===== src/rtl/opcode_fetch_mod.sv =====
// Opcode fetch unit: reads one opcode byte (or a 0xCB prefix plus one byte) from memory
// and holds the 9-bit {prefix_flag, opcode_byte} for the execution stage until exec_done.
module opcode_fetch_mod (
  input  logic        clk,
  input  logic        rst,
  input  logic        fetch_en,
  input  logic [15:0] pc,
  input  logic [7:0]  mem_data,
  input  logic        mem_ack,
  input  logic        exec_done,
  output logic [15:0] mem_addr,
  output logic        mem_rd,
  output logic        pc_inc,
  output logic [8:0]  opcode,
  output logic        opcode_valid
);

  localparam logic [7:0] PREFIX_BYTE = 8'hCB;

  typedef enum logic [1:0] {
    ST_IDLE   = 2'd0,
    ST_FETCH  = 2'd1,
    ST_PREFIX = 2'd2,
    ST_HOLD   = 2'd3
  } state_t;

  state_t      state_r;
  state_t      state_next_s;
  logic [8:0]  opcode_r;
  logic [8:0]  opcode_next_s;
  logic        opcode_load_s;
  logic        opcode_valid_r;
  logic        mem_rd_s;
  logic        pc_inc_s;

  // Next-state and request decode; mem_ack only matters in the two request states.
  always_comb begin
    state_next_s  = state_r;
    mem_rd_s      = 1'b0;
    pc_inc_s      = 1'b0;
    opcode_load_s = 1'b0;
    opcode_next_s = opcode_r;
    case (state_r)
      ST_IDLE: begin
        if (fetch_en) begin
          state_next_s = ST_FETCH;
        end else begin
          state_next_s = ST_IDLE;
        end
      end
      ST_FETCH: begin
        mem_rd_s = 1'b1;
        if (mem_ack) begin
          pc_inc_s = 1'b1;
          if (mem_data == PREFIX_BYTE) begin
            state_next_s = ST_PREFIX;
          end else begin
            opcode_load_s = 1'b1;
            opcode_next_s = {1'b0, mem_data};
            state_next_s  = ST_HOLD;
          end
        end else begin
          state_next_s = ST_FETCH;
        end
      end
      ST_PREFIX: begin
        // A second 0xCB here is an ordinary operand byte: prefixes never nest.
        mem_rd_s = 1'b1;
        if (mem_ack) begin
          pc_inc_s      = 1'b1;
          opcode_load_s = 1'b1;
          opcode_next_s = {1'b1, mem_data};
          state_next_s  = ST_HOLD;
        end else begin
          state_next_s = ST_PREFIX;
        end
      end
      ST_HOLD: begin
        if (exec_done) begin
          if (fetch_en) begin
            state_next_s = ST_FETCH;
          end else begin
            state_next_s = ST_IDLE;
          end
        end else begin
          state_next_s = ST_HOLD;
        end
      end
      default: begin
        state_next_s = ST_IDLE;
      end
    endcase
  end

  // State, opcode and valid registers; reset wins over any same-cycle handshake.
  always_ff @(posedge clk) begin
    if (rst) begin
      state_r        <= ST_IDLE;
      opcode_r       <= 9'h000;
      opcode_valid_r <= 1'b0;
    end else begin
      state_r        <= state_next_s;
      opcode_valid_r <= (state_next_s == ST_HOLD);
      if (opcode_load_s) begin
        opcode_r <= opcode_next_s;
      end else begin
        opcode_r <= opcode_r;
      end
    end
  end

  // Reset masks the combinational request so an interrupted fetch never bumps the PC.
  assign mem_rd       = mem_rd_s & ~rst;
  assign pc_inc       = pc_inc_s & ~rst;
  assign mem_addr     = mem_rd ? pc : 16'h0000;
  assign opcode       = opcode_r;
  assign opcode_valid = opcode_valid_r;

endmodule


===== config.mk =====
export PLATFORM = sky130hd
export DESIGN_NAME = opcode_fetch_mod
export DESIGN_NICKNAME = d
export VERILOG_FILES = /design/src/rtl/opcode_fetch_mod.sv
export SDC_FILE = /design/constraint.sdc
export NUM_CORES = 1
export LEC_CHECK = 0
export CORE_UTILIZATION = 30
export DETAILED_ROUTE_END_ITERATION = 8
export PLACE_DENSITY_LB_ADDON = 0.08
export SYNTH_ARGS = -nofsm -noshare
export SYNTH_HDL_FRONTEND = slang
export SYNTH_SLANG_ARGS = --single-unit

===== constraint.sdc =====
create_clock -name clk -period 3.53 [get_ports clk]
set_clock_uncertainty 0.1 [all_clocks]
set_input_delay 0.706 -clock clk [delete_from_list [all_inputs] [get_ports clk]]
set_output_delay 0.706 -clock clk [all_outputs]
set_load 0.03 [all_outputs]

==> flow_summary.yaml, run 1 <==
global_route:
  grt_antenna_before_repair: 0
  use_met2_pct: 28.0
  busiest_layer: "met2"
  use_met3_pct: 5.85
  grt-ovfl-total: 0
  grtUsageTotal_pct: 16.3
  grt_max_degree: 21
  grt_pass1_wl_microns: 3200
  met1_usage_pct: 17.1
  grt_pass1_vias: 758
outcome:
  status: "finished, final reports clean"
critical_path:
  startpoint_type: "input pin"
  worstSetupEndpointType: "output port"
  path_buf_inv: 2
  cp.required_ps: 2720
  critPathMaxStageDelay_ps: 660
  cp.arrival_ps: 2190
  crit_chain: "clkdlybuf4s50_1, nor2b_1, and2_1, buf_4"
  path_delay_family: "simple AND/OR/NAND/NOR gates"
  crit_path_top_delay_cell: "nor2b_1"
  critPathKind: "input pin to output port"
  crit_path_max_fanout: 18
power_and_ir_drop:
  vdd_drop_max_mv: 0.206
  power.density_nw_per_um2: 274
  power.leakage_nw: 0.551
floorplan:
  die_h_microns: 52.0
  io_pins: 57
  die_x_microns: 52.0
  die-area_sq_um: 2700
  start_util_pct: 32.9
  core_sq_um: 2280
  num_rows: 17
cells_and_area:
  seqCellArea_sq_um: 240
  n_antenna_cell: 0
  fill_cells: 205
  drive_above_1_share_pct: 18.4
  fin_area_sq_um: 1340
  nets: 175
  multi_input_area_sq_um: 470
  area_delta_synth_final_pct: 78.1
clock_tree:
  path_clk_slew_ps: 80
  cts_resized: 0
  cts_tree: "done"
  clk_latency_ps: 280
  cts_buffers: 3
  clk_path_buf_depth: 2
  cts_root_buf: "clkbuf_4"
  cts_htree_levels: 1
  cts_num_sinks: 12
  post-cts-setup-buffers: 0
  ctsHoldBuffers: 0
yosys:
  ys_warn_count: 0
  synth.avg_cell_area_sq_um: 9.14
  ys_seq_area_share_pct: 32.1
  synth_cell_type_count: 22
  synthCells: 82
  synth_nets: 115
  synth_area_sq_um: 749
  synth_seq_cells: 12
place:
  routabilityCongestion: 0.723
  buffer_ports.inserted: 56
  hpwl_microns: 1640
  dpl-instance-area_sq_um: 1300
route:
  drc: 0
  drt_wl_total_microns: 1980
  drt_iter0_markers: 4
  first_pass_iters: 4
  avgRoutedWirePerCell_microns: 11.7
  ant_nets: 0
  vias_per_cell: 4.52
  via_count: 764
flow_run:
  maxCapViolations: 0
timing:
  finalHoldViolCount: 0
  grt_setup_unrepaired: "false"
  max_freq_mhz: 334
  max-slew-margin-rel_pct: 44.2
  worstMarginPinSlew_ps: 835
  fin_crit_sh_pct: 84.9
  tns_ps: 0
  drv_slew: 0
  setup_viol: 0
  period_needed_ps: 3000
worst_hold_path:
  hp-class: "flip-flop to flip-flop"
worst paths after layout:
path / slack (ps) / to / cells after the start / startpoint
setup / recovery: 530 / mem_addr[14] / 4 / rst
hold reg to reg: 370 / opcode[6] / 2 / opcode[6]
setup reg to reg: 1940 / opcode[1] / 6 / state_r[0]
hold / removal: 370 / opcode[6] / 2 / opcode[6]
report_power, final:
group          switching (mW)  total, mW  internal, mW
Combinational          0.0513      0.112        0.0604
Clock                  0.0503      0.113        0.0628
Sequential            0.00234      0.141         0.139
cell families after synthesis:
kind of cell	Yosys count	synth area share (%)
muxes	9	12.0
AOI/OAI and AO/OA	8	8.52
buffers and inverters	8	5.17
DFF	12	32.1
adders and majority gates	4	6.68
and+or+nand+nor	41	35.6
metal layers:
metal | vias to the layer above | share of wire, %
met5 | - | 0
met4 | 0 | 1.5
met3 | 4 | 9.7
met2 | 40 | 47
met1 | 331 | 41
li1 | 389 | -
synth_stat cells, drive strengths merged:
cell / instances / share of area [%]
nor2b: 1 / 0.84
or2b: 2 / 2.0
nor2: 1 / 0.50
a21oi: 1 / 0.67
nand2b: 18 / 15
inv: 4 / 2.0
a211oi: 1 / 1.7
mux2i: 9 / 12
and4b: 1 / 1.3
and2: 17 / 14
clkbuf: 2 / 1.0
dfxtp: 12 / 32
and4bb: 1 / 1.7
a31o: 1 / 1.2
o211ai: 1 / 1.0
a31oi: 1 / 0.84
a22oi: 1 / 1.0
a21boi: 1 / 1.0
buf: 2 / 2.2
ha: 4 / 6.7
a311oi: 1 / 1.2
cell type report:
cell class	instances	share of cell area [%]
repair buffers	59	40.3
multi-input cells	62	35.2
flip-flops and latches	12	18.0
clock buffers	4	2.72
well taps	28	2.62
inverters	4	1.12
cells in the final DEF (no fill, tap or decap), drive strengths merged:
master         synthesis  routed
buf                    2      21
mux2i                  9       9
and4bb                 1       1
nand2b                18      18
dfxtp                 12      12
a31o                   1       1
inv                    4       4
nor2b                  1       1
a31oi                  1       1
nor2                   1       1
a21oi                  1       1
a21boi                 1       1
a22oi                  1       1
and4b                  1       1
a211oi                 1       1
clkdlybuf4s50          0      38
and2                  17      17
ha                     4       4
a311oi                 1       1
clkbuf                 2       4
or2b                   2       2
o211ai                 1       1
flip-flops by register name (all words and copies together) (netlist names):
name	flops
opcode	9
opcode_valid	1
state_r	2
through the flow:
step           util, %  worst slack, ps  total power [mW]  hold slack, ps  instances
2_1_floorplan        -             1140             0.200             496         82
3_3_place_gp      57.1              617             0.255             356        165
3_5_place_dp      57.1              531             0.257             364        165
4_1_cts           58.7              537             0.371             379        169
5_1_grt           58.7              439             0.384             394        169
6_report          58.7              534             0.366             373        169
tightest hold or removal path, delay by kind of cell, from the launching register on:
kind             cells  cell delay (ps)
DFF                  1              320
and+or+nand+nor      1               60
muxes                1               50
No activity file was read; power rests on OpenSTA's default activity.
==> run 2, diff against run 1 <==
==> constraint.sdc (replaced) <==
create_clock -name clk -period 3.13 [get_ports clk]
set_clock_uncertainty 0.1 [all_clocks]
set_input_delay 0.626 -clock clk [delete_from_list [all_inputs] [get_ports clk]]
set_output_delay 0.626 -clock clk [all_outputs]
set_load 0.03 [all_outputs]
==> run 2 against run 1 <==
Sequential power increased by 13%; critical path type is now flip-flop to output port; via count is 0.79% lower; total power is 12% higher; non-clock buffer count increased by 1; critical path depth rose by 2.
==> flow_summary.yaml, run 2 (synthesized netlist as in run 1, its figures left out) <==
outcome:
  status: "finished, final reports clean"
clock_tree:
  cts_num_sinks: 12
  cts_tree: "done"
  cts_resized: 0
  cts_root_buf: "clkbuf_4"
  clk_latency_ps: 270
  cts_htree_levels: 1
  cts_buffers: 3
  clk_path_buf_depth: 2
  ctsHoldBuffers: 0
  post-cts-setup-buffers: 0
  path_clk_slew_ps: 70
route:
  ant_nets: 0
  drc: 0
  avgRoutedWirePerCell_microns: 11.5
  vias_per_cell: 4.46
  first_pass_iters: 3
  drt_iter0_markers: 4
  via_count: 758
  drt_wl_total_microns: 1960
floorplan:
  die-area_sq_um: 2700
  die_h_microns: 52.0
  die_x_microns: 52.0
  start_util_pct: 32.9
  core_sq_um: 2280
  num_rows: 17
  io_pins: 57
power_and_ir_drop:
  power.leakage_nw: 0.556
  p_seq_share_pct: 39.1
  clkPwrFrac_pct: 29.8
  p_total_mw: 0.408
  power.density_nw_per_um2: 304
  swShare_pct: 27.3
  power.switching_mw: 0.112
  power.internal_mw: 0.297
  vdd_drop_max_mv: 0.215
  p_comb_share_pct: 31.1
cells_and_area:
  layout_commonest_cell: "clkdlybuf4s50_1"
  drive_above_1_share_pct: 19.0
  area_delta_synth_final_pct: 79.1
  seqCellArea_sq_um: 240
  mostFrequentLayoutCells: "clkdlybuf4s50_1, buf_4, nand2b_1"
  multi_input_area_sq_um: 470
  n_antenna_cell: 0
  fill_cells: 218
  largest_reg_flops: 9
  nets: 176
timing:
  period_needed_ps: 2400
  finalHoldViolCount: 0
  grt_setup_unrepaired: "false"
  worstMarginPinSlew_ps: 316
  max_freq_mhz: 416
  max-slew-margin-rel_pct: 78.9
  fin_crit_sh_pct: 76.8
  setup_viol: 0
  tns_ps: 0
  drv_slew: 0
place:
  hpwl_microns: 1610
  buffer_ports.inserted: 56
  routabilityCongestion: 0.721
worst_hold_path:
  worstHoldPathCells: 2
  worstHoldStart: "opcode[2]"
  holdPathEnd: "opcode[2]"
  hp-class: "flip-flop to flip-flop"
critical_path:
  cp.required_ps: 2400
  cp.arrival_ps: 1680
  startpoint_type: "flip-flop"
  crit_path_max_fanout: 18
  rrSetupSlack_ps: 1560
  rr_endpoint: "opcode[0]"
  r2r.worst_path.cells: 6
  rr_startpoint: "state_r[0]"
  worstSetupEndpointType: "output port"
  critPathKind: "flip-flop to output port"
global_route:
  grt-ovfl-total: 0
  grt_antenna_before_repair: 0
  grt_pass1_wl_microns: 3210
  grt_max_degree: 21
  grtUsageTotal_pct: 16.4
  grt_pass1_vias: 722
flow_run:
  maxCapViolations: 0
==> run 2: cell types whose count changed in the layout (fill, tap and decap cells not counted) <==
| cell | delta |
|---|---|
| buf_4 | +1 |
==> run 2: area by class of cell <==
cell class	count	share of cell area [%]
clock buffers	4	2.70
repair buffers	60	40.6
well taps	28	2.61
multi-input cells	62	35.0
flip-flops and latches	12	17.9
inverters	4	1.12
==> run 2: stage by stage <==
| stage | utilization, % | setup WS (ps) | hold slack [ps] | instances | cell area (sq um) |
|---|---|---|---|---|---|
| finish | 59.0 | 725 | 376 | 170 | 1340 |
| global route | 59.0 | 642 | 402 | 170 | 1340 |
| CTS | 59.0 | 700 | 379 | 170 | 1340 |
| detailed placement | 57.4 | 743 | 364 | 166 | 1310 |
| global placement | 57.4 | 761 | 357 | 166 | 1310 |
| floorplan | - | 832 | 496 | 82 | 749 |
==> run 2: how the worst max path moves through the flow <==
stage | slack (ps) | depth (start not counted) | end | start
floorplan | 830 | 5 | mem_addr[10] | state_r[0]
global placement | 760 | 5 | mem_addr[0] | rst
detailed placement | 740 | 5 | mem_addr[1] | rst
CTS | 700 | 6 | mem_addr[1] | state_r[0]
global route | 640 | 6 | mem_addr[1] | state_r[0]
finish | 730 | 6 | mem_addr[1] | state_r[0]
==> run 2: critical path, cell delays in order (launching register included) <==
cell and delay [ps]:
dfxtp_1 380, inv_1 80, ha_1 320, nor2b_1 140
buf_4 170, and2_1 170, buf_4 160
==> run 2: per-layer routing <==
metal  part of all wire, %  track usage [%]  wire (microns)  vias to the layer above
li1                      -                -               -                      392
met1                    40             18.1             783                      328
met2                    48             26.1             933                       36
met3                    11             6.14             220                        2
met4                   1.3             10.4              25                        0
met5                     0                0               0                        -
==> run 2: power groups by stage <==
stage          clock [mW]  sequential (mW)  combinational [mW]
4_1_cts             0.130            0.159               0.129
5_1_grt             0.134            0.160               0.138
3_3_place_gp            0            0.163               0.127
6_report            0.122            0.159               0.127
2_1_floorplan           0            0.167              0.0585
3_5_place_dp            0            0.163               0.128
==> patch: new RTL, settings of run 2 <==
The 4 states of `state_t` get a one-hot encoding in 4 bits.
--- a/src/rtl/opcode_fetch_mod.sv
+++ b/src/rtl/opcode_fetch_mod.sv
@@ -18,9 +18,9 @@
   localparam logic [7:0] PREFIX_BYTE = 8'hCB;
 
-  typedef enum logic [1:0] {
-    ST_IDLE   = 2'd0,
-    ST_FETCH  = 2'd1,
-    ST_PREFIX = 2'd2,
-    ST_HOLD   = 2'd3
+  typedef enum logic [3:0] {
+    ST_IDLE   = 4'b0001,
+    ST_FETCH  = 4'b0010,
+    ST_PREFIX = 4'b0100,
+    ST_HOLD   = 4'b1000
   } state_t;
 
Behaviour: no difference found for any inputs over 10 cycles, from zero or initial values and one cycle with rst high; not proved beyond that.
==> patch against run 2 <==
Design area is 2.1% lower; register-to-register slack got worse by 0.11 ns; wire length shrank 7.2%; setup slack worse by 0.22 ns; synthesized area shrank 0.33%; sequential cell count grew 2; total power is 1.1% higher; critical endpoint is now mem_addr[6]; via count up 5.7%; largest power group unchanged; global-route usage down 2.0 points; highest routed layer unchanged.
==> patch: results <==
metrics = {
    "run_status": {
        "status": "completed",
    },
    "finish": {
        "nets": 168,
        "largest_reg_flops": 9,
        "antenna_cells": 0,
        "drive_above_1_share": 0.203,
    },
    "placement": {
        "place.gp.congestion": 0.718,
        "portBuffers": 56,
        "hpwlAfterDp_mm": 1.45,
    },
    "hold_path": {
        "hold_path.class": "flip-flop to flip-flop",
    },
    "cts": {
        "cts_root_buf": "clkbuf_4",
        "clkLatencyLatePin_ns": 0.28,
        "path_clk_slew_ns": 0.08,
        "ctsResizeCount": 0,
        "h-tree-depth": 1,
        "cts_buffers": 3,
        "clock_path_buffers": 2,
        "post-cts-setup-buffer-count": 0,
    },
    "worst_setup_path": {
        "slowest_delay_ns": 0.52,
        "cp.arrival_ns": 1.90,
        "critPathTopFamily": "buffers and inverters",
        "critical_path.max_fanout": 18,
        "crit_slowest_cell": "clkdlybuf4s50_1",
    },
    "routing": {
        "drt-initial-drc-count": 5,
        "via_per_inst": 4.83,
        "firstDrtPassIters": 3,
        "routed_wl_mm": 1.82,
    },
    "synth": {
        "yosysSeqAreaShare": 0.375,
        "ys_types": 25,
        "async_flop_share": 0,
        "synth_flop_cell": "dfxtp_1",
        "syn_nets": 110,
        "synth_area_leaders": "dfxtp_1, and2_1, a22o_1",
        "synth_top_cells_by_count": "and2_1, dfxtp_1, a22o_1, nor2_1, nand2_1",
        "yosysWarnings": 0,
    },
    "grt": {
        "grt.total_usage": 0.144,
        "grt_max_degree": 19,
        "grt_pass1_wl_mm": 2.93,
        "grt_pass1_vias": 683,
        "antenna_found_initial": 0,
    },
    "timing": {
        "worst_slew_pin_slew_ns": 0.464,
        "finalHoldViolCount": 0,
    },
    "pwr": {
        "ir_drop_uv": 228,
        "p_leak_uw": 0.000545,
    },
}
patch: changes by cell type after synthesis, sizes merged, moves of 3 or more:
cell | before | now
nand2b | 18 | 1
mux2i | 9 | 0
a22o | 0 | 8
nor2 | 1 | 8
ha | 4 | 0
nand2 | 0 | 4
a21oi | 1 | 4
inv | 4 | 1
o21ai | 0 | 3
patch: worst register-to-register path, stage by stage (launching register included):
cell and delay [ns]:
dfxtp_1 0.43, nor4b_4 0.37, o211ai_4 0.15, a21oi_2 0.38
a22o_1 0.21
patch: worst paths after layout:
kind                                  from  cells past startpoint     endpoint  slack [ns]
worst min-delay path             opcode[8]                      2    opcode[8]        0.37
worst min register to register   opcode[8]                      2    opcode[8]        0.37
worst max-delay path                   rst                      5  mem_addr[6]        0.50
worst max register to register  state_r[2]                      4    opcode[7]        1.45
patch: layer usage:
metal  routed length [um]  GRT usage
met1                  808      0.174
met4                   10     0.0811
met3                  196     0.0322
met5                    0          0
met2                  806      0.231
patch: per-stage QoR:
| stage | cells | util | setup slack [ns] | hold slack [ns] | area (um2) |
|---|---|---|---|---|---|
| floorplan | 81 | - | 0.745 | 0.475 | 747 |
| global placement | 162 | 0.562 | 0.521 | 0.358 | 1280 |
| detailed placement | 162 | 0.562 | 0.489 | 0.364 | 1280 |
| CTS | 166 | 0.578 | 0.484 | 0.376 | 1320 |
| global route | 166 | 0.578 | 0.393 | 0.405 | 1320 |
| finish | 166 | 0.578 | 0.505 | 0.370 | 1320 |
patch: power breakdown:
group | internal, uW | switching [uW]
logic | 53.0 | 36.2
clock network | 70.7 | 59.1
registers | 184 | 9.86
total | 307 | 105
patch: kinds of logic after synthesis:
family | count (synthesis) | share of synthesized area
simple gates | 40 | 0.352
xor+xnor | 2 | 0.0235
buf+inv | 5 | 0.0402
flops | 14 | 0.375
compound gates | 20 | 0.209
patch: area by class of cell:
type	instances	area, um2
clock buffers	4	36.3
fillers	205	961
inverters	1	3.75
multi-input cells	62	437
flip-flops and latches	14	280
well taps	28	35.0
repair buffers	57	523
